**src/rtl/bus_sequencer_pkg.sv**
```systemverilog
// Shared opcode constants and bus-interface types for the bus sequencer.
// Timeout support is selected with BUS_SEQUENCER_TIMEOUT_EN.
package opcodes;
  localparam logic [4:0] OPCODE_NOP = 5'h01;
endpackage

package businterface;
  typedef enum logic [1:0] {
    CW_BYTE = 2'd0,
    CW_HALF = 2'd1,
    CW_WORD = 2'd2
  } t_cycle_width;

  typedef enum logic [1:0] {
    ST_IDLE  = 2'd0,
    ST_FETCH = 2'd1,
    ST_MEM   = 2'd2
  } t_bus_state;
endpackage

```
**src/rtl/bus_sequencer_if.sv**
```systemverilog
// External memory bus pins shared between the sequencer and a slave.
// The sequencer drives the master side; a memory or bench drives the slave side.
interface bus_sequencer_if #(
  parameter int ADDR_WIDTH = 30
);
  logic [ADDR_WIDTH-1:0] bus_address;
  logic [31:0]           bus_data_out;
  logic [31:0]           bus_data_in;
  logic                  bus_read;
  logic                  bus_write;
  logic [3:0]            bus_strobes;
  logic                  bus_ready;

  modport master (
    output bus_address, bus_data_out,
    output bus_read, bus_write, bus_strobes,
    input  bus_data_in, bus_ready
  );

  modport slave (
    input  bus_address, bus_data_out,
    input  bus_read, bus_write, bus_strobes,
    output bus_data_in, bus_ready
  );
endinterface

```
**src/rtl/bus_sequencer_lane_steer.sv**
```systemverilog
// Big-endian lane steering: strobes, replicated write data, aligned read data.
// Purely combinational so other bus masters can reuse it.
import businterface::*;

module bus_lane_steer (
  input  logic [1:0]  width_i,
  input  logic [1:0]  addr_i,
  input  logic [31:0] wdata_i,
  input  logic [31:0] rdata_i,
  output logic [3:0]  strobes_o,
  output logic [31:0] wdata_o,
  output logic [31:0] rdata_o,
  output logic        misaligned_o
);
  logic [31:0] shifted;

  always_comb begin
    strobes_o    = 4'b0000;
    wdata_o      = wdata_i;
    rdata_o      = rdata_i;
    misaligned_o = 1'b0;
    // byte lane 3 holds address offset 0, so shift by (3 - a) bytes
    shifted      = rdata_i >> {~addr_i, 3'b000};
    case (width_i)
      CW_BYTE: begin
        strobes_o = 4'b1000 >> addr_i;
        wdata_o   = {4{wdata_i[7:0]}};
        rdata_o   = {24'h0, shifted[7:0]};
      end
      CW_HALF: begin
        strobes_o    = addr_i[1] ? 4'b0011 : 4'b1100;
        wdata_o      = {2{wdata_i[15:0]}};
        rdata_o      = {16'h0, addr_i[1] ? rdata_i[15:0]
                                         : rdata_i[31:16]};
        misaligned_o = addr_i[0];
      end
      CW_WORD: begin
        strobes_o    = 4'b1111;
        misaligned_o = |addr_i;
      end
      default: misaligned_o = 1'b1;
    endcase
  end
endmodule

```
**src/rtl/bus_sequencer.sv**
```systemverilog
// Single external bus owner arbitrating fetch and memory-stage cycles.
// Define BUS_SEQUENCER_TIMEOUT_EN to abort cycles stuck without bus_ready.
import businterface::*;
import opcodes::*;

module bus_sequencer #(
  parameter int ADDR_WIDTH     = 30,
  parameter int TIMEOUT_CYCLES = 16
) (
  input  logic        clock,
  input  logic        reset,
  input  logic        fetch_req,
  input  logic [31:0] fetch_address,
  output logic [31:0] fetch_data,
  output logic        fetch_done,
  output logic        fetch_stall,
  input  logic        mem_req,
  input  logic        mem_read,
  input  logic        mem_write,
  input  logic [1:0]  mem_width,
  input  logic [31:0] mem_address,
  input  logic [31:0] mem_write_data,
  output logic [31:0] mem_read_data,
  output logic        mem_done,
  output logic        mem_error,
  bus_sequencer_if.master bus
);
  t_bus_state            state_q, state_d;
  logic [1:0]            width_q, width_d;
  logic [1:0]            a_q, a_d;
  logic                  reject_q, reject_d;
  logic [ADDR_WIDTH-1:0] addr_q, addr_d;
  logic [31:0]           dout_q, dout_d;
  logic                  rd_q, rd_d, wr_q, wr_d;
  logic [3:0]            stb_q, stb_d;
  logic [31:0]           fdata_q, fdata_d;
  logic                  fdone_q, fdone_d;
  logic                  stall_q, stall_d;
  logic [31:0]           mdata_q, mdata_d;
  logic                  mdone_q, mdone_d;
  logic                  merr_q, merr_d;
  logic                  fin, abort;
  logic                  idle;
  logic [1:0]            s_width, s_addr;
  logic [3:0]            s_stb;
  logic [31:0]           s_wdata, s_rdata;
  logic                  s_mis;
`ifdef BUS_SEQUENCER_TIMEOUT_EN
  localparam int WW = $clog2(TIMEOUT_CYCLES + 1);
  logic [WW-1:0] wait_q, wait_d;
`endif

  assign idle    = (state_q == ST_IDLE);
  assign s_width = idle ? mem_width : width_q;
  assign s_addr  = idle ? mem_address[1:0] : a_q;

  bus_lane_steer u_steer (
    .width_i      (s_width),
    .addr_i       (s_addr),
    .wdata_i      (mem_write_data),
    .rdata_i      (bus.bus_data_in),
    .strobes_o    (s_stb),
    .wdata_o      (s_wdata),
    .rdata_o      (s_rdata),
    .misaligned_o (s_mis)
  );

  always_comb begin
    state_d  = state_q;
    width_d  = width_q;
    a_d      = a_q;
    reject_d = reject_q;
    addr_d   = addr_q;
    dout_d   = dout_q;
    rd_d     = rd_q;
    wr_d     = wr_q;
    stb_d    = stb_q;
    fdata_d  = fdata_q;
    fdone_d  = 1'b0;
    mdata_d  = mdata_q;
    mdone_d  = 1'b0;
    merr_d   = 1'b0;
    stall_d  = mem_req | (state_q == ST_MEM);
    fin      = 1'b0;
    abort    = 1'b0;
`ifdef BUS_SEQUENCER_TIMEOUT_EN
    wait_d   = wait_q;
`endif
    unique case (1'b1)
      idle: begin
`ifdef BUS_SEQUENCER_TIMEOUT_EN
        wait_d = '0;
`endif
        if (mem_req) begin
          state_d  = ST_MEM;
          width_d  = mem_width;
          a_d      = mem_address[1:0];
          reject_d = s_mis | (mem_read == mem_write);
          if (!reject_d) begin
            addr_d = mem_address[ADDR_WIDTH+1:2];
            dout_d = s_wdata;
            rd_d   = mem_read;
            wr_d   = mem_write;
            stb_d  = s_stb;
          end
        end else if (fetch_req) begin
          state_d  = ST_FETCH;
          width_d  = CW_WORD;
          a_d      = fetch_address[1:0];
          reject_d = 1'b0;
          addr_d   = fetch_address[ADDR_WIDTH+1:2];
          rd_d     = 1'b1;
          stb_d    = 4'b1111;
        end
      end
      default: begin
        // a rejected request finishes one edge later without a bus cycle
        if (state_q == ST_MEM && reject_q) begin
          fin   = 1'b1;
          abort = 1'b1;
        end else if (bus.bus_ready) begin
          fin = 1'b1;
        end
`ifdef BUS_SEQUENCER_TIMEOUT_EN
        else if (wait_q == WW'(TIMEOUT_CYCLES - 1)) begin
          fin   = 1'b1;
          abort = 1'b1;
        end else begin
          wait_d = wait_q + WW'(1);
        end
`endif
      end
    endcase

    if (fin) begin
      state_d = ST_IDLE;
      rd_d    = 1'b0;
      wr_d    = 1'b0;
      stb_d   = 4'b0000;
      if (state_q == ST_FETCH) begin
        fdone_d = 1'b1;
        fdata_d = abort ? {OPCODE_NOP, 27'h0} : bus.bus_data_in;
      end else begin
        mdone_d = 1'b1;
        merr_d  = abort;
        if (abort)     mdata_d = '0;
        else if (rd_q) mdata_d = s_rdata;
      end
    end
  end

  always_ff @(posedge clock or posedge reset) begin
    if (reset) begin
      state_q  <= ST_IDLE;
      width_q  <= 2'b00;
      a_q      <= 2'b00;
      reject_q <= 1'b0;
      addr_q   <= '0;
      dout_q   <= '0;
      rd_q     <= 1'b0;
      wr_q     <= 1'b0;
      stb_q    <= 4'b0000;
      fdata_q  <= '0;
      fdone_q  <= 1'b0;
      stall_q  <= 1'b0;
      mdata_q  <= '0;
      mdone_q  <= 1'b0;
      merr_q   <= 1'b0;
    end else begin
      state_q  <= state_d;
      width_q  <= width_d;
      a_q      <= a_d;
      reject_q <= reject_d;
      addr_q   <= addr_d;
      dout_q   <= dout_d;
      rd_q     <= rd_d;
      wr_q     <= wr_d;
      stb_q    <= stb_d;
      fdata_q  <= fdata_d;
      fdone_q  <= fdone_d;
      stall_q  <= stall_d;
      mdata_q  <= mdata_d;
      mdone_q  <= mdone_d;
      merr_q   <= merr_d;
    end
  end

`ifdef BUS_SEQUENCER_TIMEOUT_EN
  always_ff @(posedge clock or posedge reset) begin
    if (reset) wait_q <= '0;
    else       wait_q <= wait_d;
  end
`endif

  assign bus.bus_address  = addr_q;
  assign bus.bus_data_out = dout_q;
  assign bus.bus_read     = rd_q;
  assign bus.bus_write    = wr_q;
  assign bus.bus_strobes  = stb_q;
  assign fetch_data       = fdata_q;
  assign fetch_done       = fdone_q;
  assign fetch_stall      = stall_q;
  assign mem_read_data    = mdata_q;
  assign mem_done         = mdone_q;
  assign mem_error        = merr_q;
endmodule

```
**src/flat_wrapper.sv**
```systemverilog
// flat-port wrapper written by rule: the top's interface ports become plain ports
module bus_sequencer_flat 
#(
  parameter int ADDR_WIDTH     = 30,
  parameter int TIMEOUT_CYCLES = 16
)
  (clock, reset, fetch_req, fetch_address, fetch_data, fetch_done, fetch_stall, mem_req, mem_read, mem_write, mem_width, mem_address, mem_write_data, mem_read_data, mem_done, mem_error, bus_bus_address, bus_bus_data_out, bus_bus_read, bus_bus_write, bus_bus_strobes, bus_bus_data_in, bus_bus_ready);
  bus_sequencer_if #(.ADDR_WIDTH(ADDR_WIDTH)) bus_i ();
  input  logic clock;
  input  logic reset;
  input  logic fetch_req;
  input  logic [31:0] fetch_address;
  output logic [31:0] fetch_data;
  output logic fetch_done;
  output logic fetch_stall;
  input  logic mem_req;
  input  logic mem_read;
  input  logic mem_write;
  input  logic [1:0] mem_width;
  input  logic [31:0] mem_address;
  input  logic [31:0] mem_write_data;
  output logic [31:0] mem_read_data;
  output logic mem_done;
  output logic mem_error;
  output wire logic [$bits(bus_i.bus_address)-1:0] bus_bus_address;
  output wire logic [$bits(bus_i.bus_data_out)-1:0] bus_bus_data_out;
  output wire logic [$bits(bus_i.bus_read)-1:0] bus_bus_read;
  output wire logic [$bits(bus_i.bus_write)-1:0] bus_bus_write;
  output wire logic [$bits(bus_i.bus_strobes)-1:0] bus_bus_strobes;
  input wire logic [$bits(bus_i.bus_data_in)-1:0] bus_bus_data_in;
  input wire logic [$bits(bus_i.bus_ready)-1:0] bus_bus_ready;
  assign bus_bus_address = bus_i.bus_address;
  assign bus_bus_data_out = bus_i.bus_data_out;
  assign bus_bus_read = bus_i.bus_read;
  assign bus_bus_write = bus_i.bus_write;
  assign bus_bus_strobes = bus_i.bus_strobes;
  assign bus_i.bus_data_in = bus_bus_data_in;
  assign bus_i.bus_ready = bus_bus_ready;
  bus_sequencer #(.ADDR_WIDTH(ADDR_WIDTH), .TIMEOUT_CYCLES(TIMEOUT_CYCLES)) u_core (.clock(clock), .reset(reset), .fetch_req(fetch_req), .fetch_address(fetch_address), .fetch_data(fetch_data), .fetch_done(fetch_done), .fetch_stall(fetch_stall), .mem_req(mem_req), .mem_read(mem_read), .mem_write(mem_write), .mem_width(mem_width), .mem_address(mem_address), .mem_write_data(mem_write_data), .mem_read_data(mem_read_data), .mem_done(mem_done), .mem_error(mem_error), .bus(bus_i));
endmodule
```
**config.mk**
```make
export PLATFORM = sky130hd
export DESIGN_NAME = bus_sequencer_flat
export DESIGN_NICKNAME = d
export VERILOG_FILES = /design/src/rtl/bus_sequencer_pkg.sv /design/src/rtl/bus_sequencer_if.sv /design/src/rtl/bus_sequencer_lane_steer.sv /design/src/rtl/bus_sequencer.sv /design/src/flat_wrapper.sv
export SDC_FILE = /design/constraint.sdc
export NUM_CORES = 1
export LEC_CHECK = 0
export ABC_AREA = 1
export CORE_AREA = 2 2 143 145
export CTS_BUF_LIST = sky130_fd_sc_hd__clkbuf_16
export DETAILED_ROUTE_END_ITERATION = 7
export DIE_AREA = 0 0 145 147
export GPL_ROUTABILITY_DRIVEN = 1
export PLACE_DENSITY = 0.77
export REMOVE_ABC_BUFFERS = 1
export SYNTH_ARGS = -nofsm -noshare
export SYNTH_HDL_FRONTEND = slang
export SYNTH_SLANG_ARGS = --single-unit
export TNS_END_PERCENT = 50
```
**constraint.sdc**
```tcl
create_clock -name clock -period 5 [get_ports clock]
set_input_delay 1 -clock clock [delete_from_list [all_inputs] [get_ports clock]]
set_output_delay 1 -clock clock [all_outputs]
set_load 0.05 [all_outputs]
```
* After elaboration in Yosys (flattened, before gate mapping) *
Index checks and enable logic that the tools add are counted.

word-level totals
  output and inout port bits = 136
  logic and storage cells = 96
  bits in registers = 143
  input bits = 137

operators by class
  shift operators = 2
  reduce and logical (&&, ||, !) cells = 17
  equal/unequal tests = 8
  bitwise logic cells = 5
  mux-type cells = 49

operator list
  operator                                                                count
  32-bit case mux with 2 select lines                                     2
  32-bit 2-to-1 mux                                                       3
  30-bit 2-to-1 mux                                                       3
  32-bit by 5-bit right shift with 8-bit output                           1
  4-bit 2-to-1 mux                                                        6
  1-bit 2-to-1 mux                                                        22
  2-bit 2-to-1 mux                                                        10
  16-bit 2-to-1 mux                                                       1
  3-bit AND reduction                                                     5
  4-bit case mux with 3 select lines                                      1
  2-bit nonzero test                                                      4
  2-bit AND reduction                                                     3
  2-bit by 1-bit equality test with 1-bit output (second input constant)  2
  2-bit equality test (second input constant)                             2
  2-bit zero test                                                         2
  4-bit by 2-bit right shift with 4-bit output (first input constant)     1
  3-bit by 2-bit != test with 1-bit output (second input constant)        1
  1-bit case mux with 3 select lines                                      1
  3-bit nonzero test                                                      1
  2-bit by 1-bit != test with 1-bit output (second input constant)        1
  2-bit != test (second input constant)                                   1
  1-bit NOT                                                               2
  2-bit NOT                                                               1
  1-bit bitwise OR                                                        2
  other kinds (3)                                                         3

* Depth between registers and ports, before layout *
  depth after elaboration = 9
  mapped depth = 13
  depth with buffers taken out = 11

* Cells and area by module *
From an unflattened synthesis, not the netlist that was laid out.

unflattened totals
  cell total of the unflattened synthesis = 842
  area total of the unflattened synthesis = 6,909.1 um2

by module, submodules not included
  module          cells an instance  seq. area each (um2)  area an instance (um2)  instances
  bus_sequencer   636                3,578.4               5,936.9                 1
  bus_lane_steer  206                0.0                   972.2                   1

* Worst setup path after synthesis *
Ideal clock, no wire load.

  path type = input to register
  start point = in mem_address[0]
  end point = reg u_core.addr_q[13], in the netlist u_core.bus.bus_address[13]
  path slack = 2.843 ns
  arrival = 2.036 ns
  library setup time = 0.122 ns
  path buffers = 2
  stages = 12
  cells stage by stage = inv_1 nand2_1 nand2_2 nand2_2 nand2_2 nand3_4 nand2_4 nand2_2 buf_6 buf_6 nand2_2 o21ai_2

between the ends
  cells in the longest elaborated chain, start to end = 6

ends and longest elaborated chain
  what                                    line                            text
  start, declared                         flat_wrapper.sv:20              input logic [31:0] mem_address;
  2-bit 2-to-1 mux *                      bus_sequencer.sv:55             assign s_addr = idle ? mem_address[1:0] : a_q;
  2-bit OR reduction                      bus_sequencer_lane_steer.sv:39  misaligned_o = |addr_i;
  1-bit case mux with 3 select lines *    bus_sequencer_lane_steer.sv:24  case (width_i)
  1-bit bitwise OR *                      bus_sequencer.sv:98             reject_d = s_mis | (mem_read == mem_write);
  2-bit != test (no source line) *        -
  3-bit AND reduction (no source line) *  -
  end signal, assigned                    bus_sequencer.sv:174            addr_q <= addr_d;
  end, declared                           bus_sequencer.sv:32             logic [ADDR_WIDTH-1:0] addr_q, addr_d;

Mark *: on every way between the ends. The rest lies on a longest branch, timed or not.
A chain may end at the register's enable or synchronous reset.

* Worst setup path in the final report *
  start point = in mem_address[0]
  end point = reg u_core.dout_q[22], in the netlist u_core.bus.bus_data_out[22]

between the ends
  cells in the longest elaborated chain, start to end = 6

ends and longest elaborated chain
  what                                    line                            text
  2-bit 2-to-1 mux *                      bus_sequencer.sv:55
  2-bit OR reduction                      bus_sequencer_lane_steer.sv:39
  1-bit case mux with 3 select lines *    bus_sequencer_lane_steer.sv:24
  1-bit bitwise OR *                      bus_sequencer.sv:98
  1-bit NOT (no source line) *            -
  3-bit AND reduction (no source line) *  -
  end signal, assigned                    bus_sequencer.sv:175            dout_q <= dout_d;
  end, declared                           bus_sequencer.sv:33             logic [31:0] dout_q, dout_d;

Marks and branches as above.

==> Flow_metrics.wiki <==
{| class="wikitable"
! Metric !! Value
|-
| Critical Setup Path Class || primary input to flip-flop
|-
| Top cell type by total area after synthesis || sky130_fd_sc_hd__dfrtp_1
|-
| Final hold slack || between 0.4 and 0.5 ns
|-
| Startpoint of the lowest-slack register-to-register path || u_core.state_q[1]
|-
| CTS tree || done
|-
| Type of element capturing the critical path || flip-flop
|-
| Part of the Yosys area used for sequential elements || a little over half
|-
| Site row count || 52
|-
| Number of synthesized flops with an enable pin || 0
|-
| Critical path fanouts, max || 35
|-
| Unrepaired setup endpoints after global routing || false
|-
| Clock latency reported for the late side of the worst-skew pair || about 0.42 ns
|-
| Number of hold buffers added after CTS || 0
|-
| Slew @ Worst Pin || between 1 and 1.5 ns
|-
| Initial Utilization || 34.1%
|-
| Die outline width || about 150 um
|-
| P_leak || around 4.9 nW
|-
| Fraction of registers with async set/reset || 100%
|-
| First-pass GRT wire length || around 33000 um
|-
| Count of cells resized by post-cts repair || 0
|-
| Number of fill cells || 1846
|-
| Antenna diode instance count || 0
|-
| Slew Limit Fails || 0
|-
| Synth area leaders || sky130_fd_sc_hd__dfrtp_1, sky130_fd_sc_hd__nand2_1, sky130_fd_sc_hd__o21ai_0
|-
| Fraction of layout instances using a drive strength above 1 || under 10%
|-
| Routed via count || 6372
|-
| Worst R2R Setup Slack || 1.94 ns
|-
| Worst setup skew after layout || between 0.009 and 0.01 ns
|-
| Detailed-route DRC error count || 0
|-
| Ports || roughly 270
|-
| Worst Reg2Reg Path Length in Cells || 10
|-
| Post-Synthesis Cells || roughly 830
|-
| Area share of the leading cell type in the synthesized netlist || about 53%
|-
| # Post-CTS Setup Buffers || 0
|-
| Height of the die || roughly 150 um
|-
| HPWL Detailed || 14900 um
|-
| Count of cell types in the netlist || 30
|-
| Commonest register cell after synthesis || sky130_fd_sc_hd__dfrtp_1
|-
| Area of the core || 19800 um2
|-
| Number of antenna violations at the first check in global routing || 0
|-
| Portion of netlist area occupied by mux cells || under 10%
|-
| Full die area || 21300 um2
|-
| Via count of the first global-routing pass || 6176
|-
| Synthesized-area fraction occupied by and/or/nand/nor cells || 25.6%
|-
| Area delta synth->final || 50.7%
|-
| Weighted congestion at the end of routability-driven global placement || 0.797
|-
| Grt total ovfl || 0
|-
| Worst Hold Class || flip-flop to flip-flop
|-
| Initial DRC Count || 380
|-
| Post-Route Setup TNS || 0 ns
|-
| Max-cap check violation count || 0
|-
| Outcome || complete, no violations
|-
| Overall fraction of global-route tracks in use || about a fifth
|-
| Via/cell ratio || around 4.7
|-
| Combinational family with the most area after synthesis || simple AND/OR/NAND/NOR gates
|-
| Clock-pin slew on the worst setup and hold paths || 0.06 ns
|-
| Post-layout minimum cycle time || 3.41 ns
|-
| Synthesized-area fraction occupied by xor and xnor cells || less than 1%
|-
| Detailed-routing iteration count for the pre-antenna-repair pass || 5
|-
| Synthesized-area fraction occupied by adder cells || 0%
|-
| Final hold violation count || 0
|-
| Max-Slew Margin vs Limit || 25.9%
|-
| Kind of launch point of the worst setup path || primary input
|-
| Required time at the endpoint of the critical path || 5.30 ns
|-
| Maximum number of pins on one net before global-route repair || 91
|-
| Area fraction in compound gates after synthesis || between 10% and 20%
|-
| Power density relative to cell area || between 700 and 800 nW/um2
|-
| Worst setup path startpoint || mem_address[0]
|-
| Commonest cells in the synthesized netlist || sky130_fd_sc_hd__nand2_1, sky130_fd_sc_hd__dfrtp_1, sky130_fd_sc_hd__o21ai_0
|-
| Peak clock frequency supported by timing || roughly 0.3 GHz
|-
| Sinks on the clock net || ~140
|-
| Number of setup violations in the final report || 0
|-
| Maximum clock path buffer count || 2
|-
| CTS root buffer || sky130_fd_sc_hd__clkbuf_16
|-
| Reg-to-Reg End || u_core.bus.bus_data_out[22]
|-
| Library cell with the highest instance count after synthesis || sky130_fd_sc_hd__nand2_1
|-
| CP arrival || roughly 3.7 ns
|-
| Critical path endpoint || u_core.bus.bus_data_out[22]
|-
| Peak supply drop || ~0.37 mV
|-
| Htree depth || 4
|-
| Synthesized area per cell || between 8 and 9 um2
|-
| Synthesized flop and latch total || 143
|-
| Number of input and output port buffers inserted || 272
|-
| Post-Syn Area || just under 7000 um2
|-
| DR WL/cell || 15.2 um
|-
| Part of the cycle the worst path needs || between 60 and 70%
|-
| Antenna-violating nets left || 0
|-
| Layout net count || 1220
|-
| Synth Warn # || 0
|-
| Number of buffers inserted during clock tree synthesis || 17
|-
| Sum of routed wire length over all layers || 20800 um
|}
-- critical path: stages --
cell                              delay [ns]
sky130_fd_sc_hd__clkdlybuf4s50_1        0.43
sky130_fd_sc_hd__inv_1                  0.08
sky130_fd_sc_hd__nand2_1                0.06
sky130_fd_sc_hd__nand2_2                0.43
sky130_fd_sc_hd__nand2_4                0.17
sky130_fd_sc_hd__nand2_2                0.12
sky130_fd_sc_hd__nand3_4                0.11
sky130_fd_sc_hd__nor2_4                 0.60
sky130_fd_sc_hd__inv_2                  0.46
sky130_fd_sc_hd__nand2_1                0.17
sky130_fd_sc_hd__nand2_1                0.06
-- metrics by stage --
step                      utilization, %  cell area (um2)  cells  setup slack [ns]  power (W)
after CTS                           51.4            10200   1365              1.54    0.00774
final                               51.4            10200   1365              1.59    0.00769
after floorplan                        -             6550    788             0.162    0.00491
after global routing                51.4            10200   1365              1.29    0.00814
after global placement              48.7             9660   1334              1.23    0.00646
after detailed placement            48.7             9660   1334              1.19    0.00652
-- registers in the layout, summed over array words and instances (netlist names) --
register                 cells
u_core.bus.bus_strobes       4
u_core.fetch_stall           1
u_core.mem_done              1
u_core.width_q               2
u_core.bus.bus_read          1
u_core.bus.bus_write         1
u_core.a_q                   2
u_core.mem_error             1
u_core.reject_q              1
u_core.state_q               2
u_core.fetch_data           32
u_core.bus.bus_data_out     32
u_core.fetch_done            1
u_core.mem_read_data        32
u_core.bus.bus_address      30
-- cells by family (layout without fill, tap and decap cells) --
group | count (synthesis) | in the layout
compound gates | 125 | 125
xor+xnor | 1 | 1
buf+inv | 103 | 372
flops | 143 | 143
mux | 30 | 30
simple gates | 424 | 424
-- where the power goes --
group	switching [W]	leakage [nW]	internal, W
registers	0.000285	1.82	0.00167
clock network	0.000473	0.283	0.000713
logic	0.00316	2.83	0.00139
-- area by class of cell --
| class | count | area [um2] | share of cell area [%] |
|---|---|---|---|
| flip-flops and latches | 143 | 3580 | 35.1 |
| repair buffers | 276 | 2760 | 27.1 |
| clock inverters | 14 | 113 | 1.10 |
| inverters | 65 | 249 | 2.44 |
| clock buffers | 17 | 425 | 4.17 |
| multi-input cells | 580 | 2730 | 26.8 |
| well taps | 270 | 338 | 3.31 |
-- per-layer routing --
metal / wire, um / GRT usage (%) / part of all wire (%) / up-vias
met5: 0 / 0 / 0 / -
met4: 613 / 8.22 / 2.9 / 0
met3: 1480 / 5.25 / 7.1 / 37
met2: 10100 / 32.9 / 49 / 246
met1: 8600 / 23.4 / 41 / 2956
li1: - / - / - / 3133
-- placed cells by master (no fill, tap or decap), types with 2 or more instances in the layout --
cell                              count
sky130_fd_sc_hd__nor2_1              22
sky130_fd_sc_hd__nand2_1            345
sky130_fd_sc_hd__buf_4                3
sky130_fd_sc_hd__nor2_4               2
sky130_fd_sc_hd__o21ai_0             77
sky130_fd_sc_hd__o211ai_1             3
sky130_fd_sc_hd__o21ai_1             20
sky130_fd_sc_hd__clkdlybuf4s50_1    271
sky130_fd_sc_hd__nand2_4              4
sky130_fd_sc_hd__nand3_1             36
sky130_fd_sc_hd__a21oi_1              3
sky130_fd_sc_hd__bufinv_16            2
sky130_fd_sc_hd__o22ai_1              8
sky130_fd_sc_hd__clkinv_1             5
sky130_fd_sc_hd__inv_2                6
sky130_fd_sc_hd__clkinv_2             2
sky130_fd_sc_hd__mux2i_1             30
sky130_fd_sc_hd__clkbuf_16           17
sky130_fd_sc_hd__o21ai_2             11
sky130_fd_sc_hd__nand2_2             11
sky130_fd_sc_hd__inv_1               62
sky130_fd_sc_hd__dfrtp_1            143
-- how the worst min path moves through the flow --
stage,cells after the start,endpoint,from
final,2,u_core.bus.bus_data_out[8],u_core.bus.bus_data_out[8]
after floorplan,1,u_core.reject_q,u_core.reject_q
after global placement,2,u_core.bus.bus_data_out[29],u_core.bus.bus_data_out[29]
after CTS,2,u_core.bus.bus_data_out[0],u_core.bus.bus_data_out[0]
after global routing,2,u_core.bus.bus_data_out[14],u_core.bus.bus_data_out[14]
after detailed placement,2,u_core.bus.bus_data_out[28],u_core.bus.bus_data_out[28]
Power figures use the tool's default switching activity.
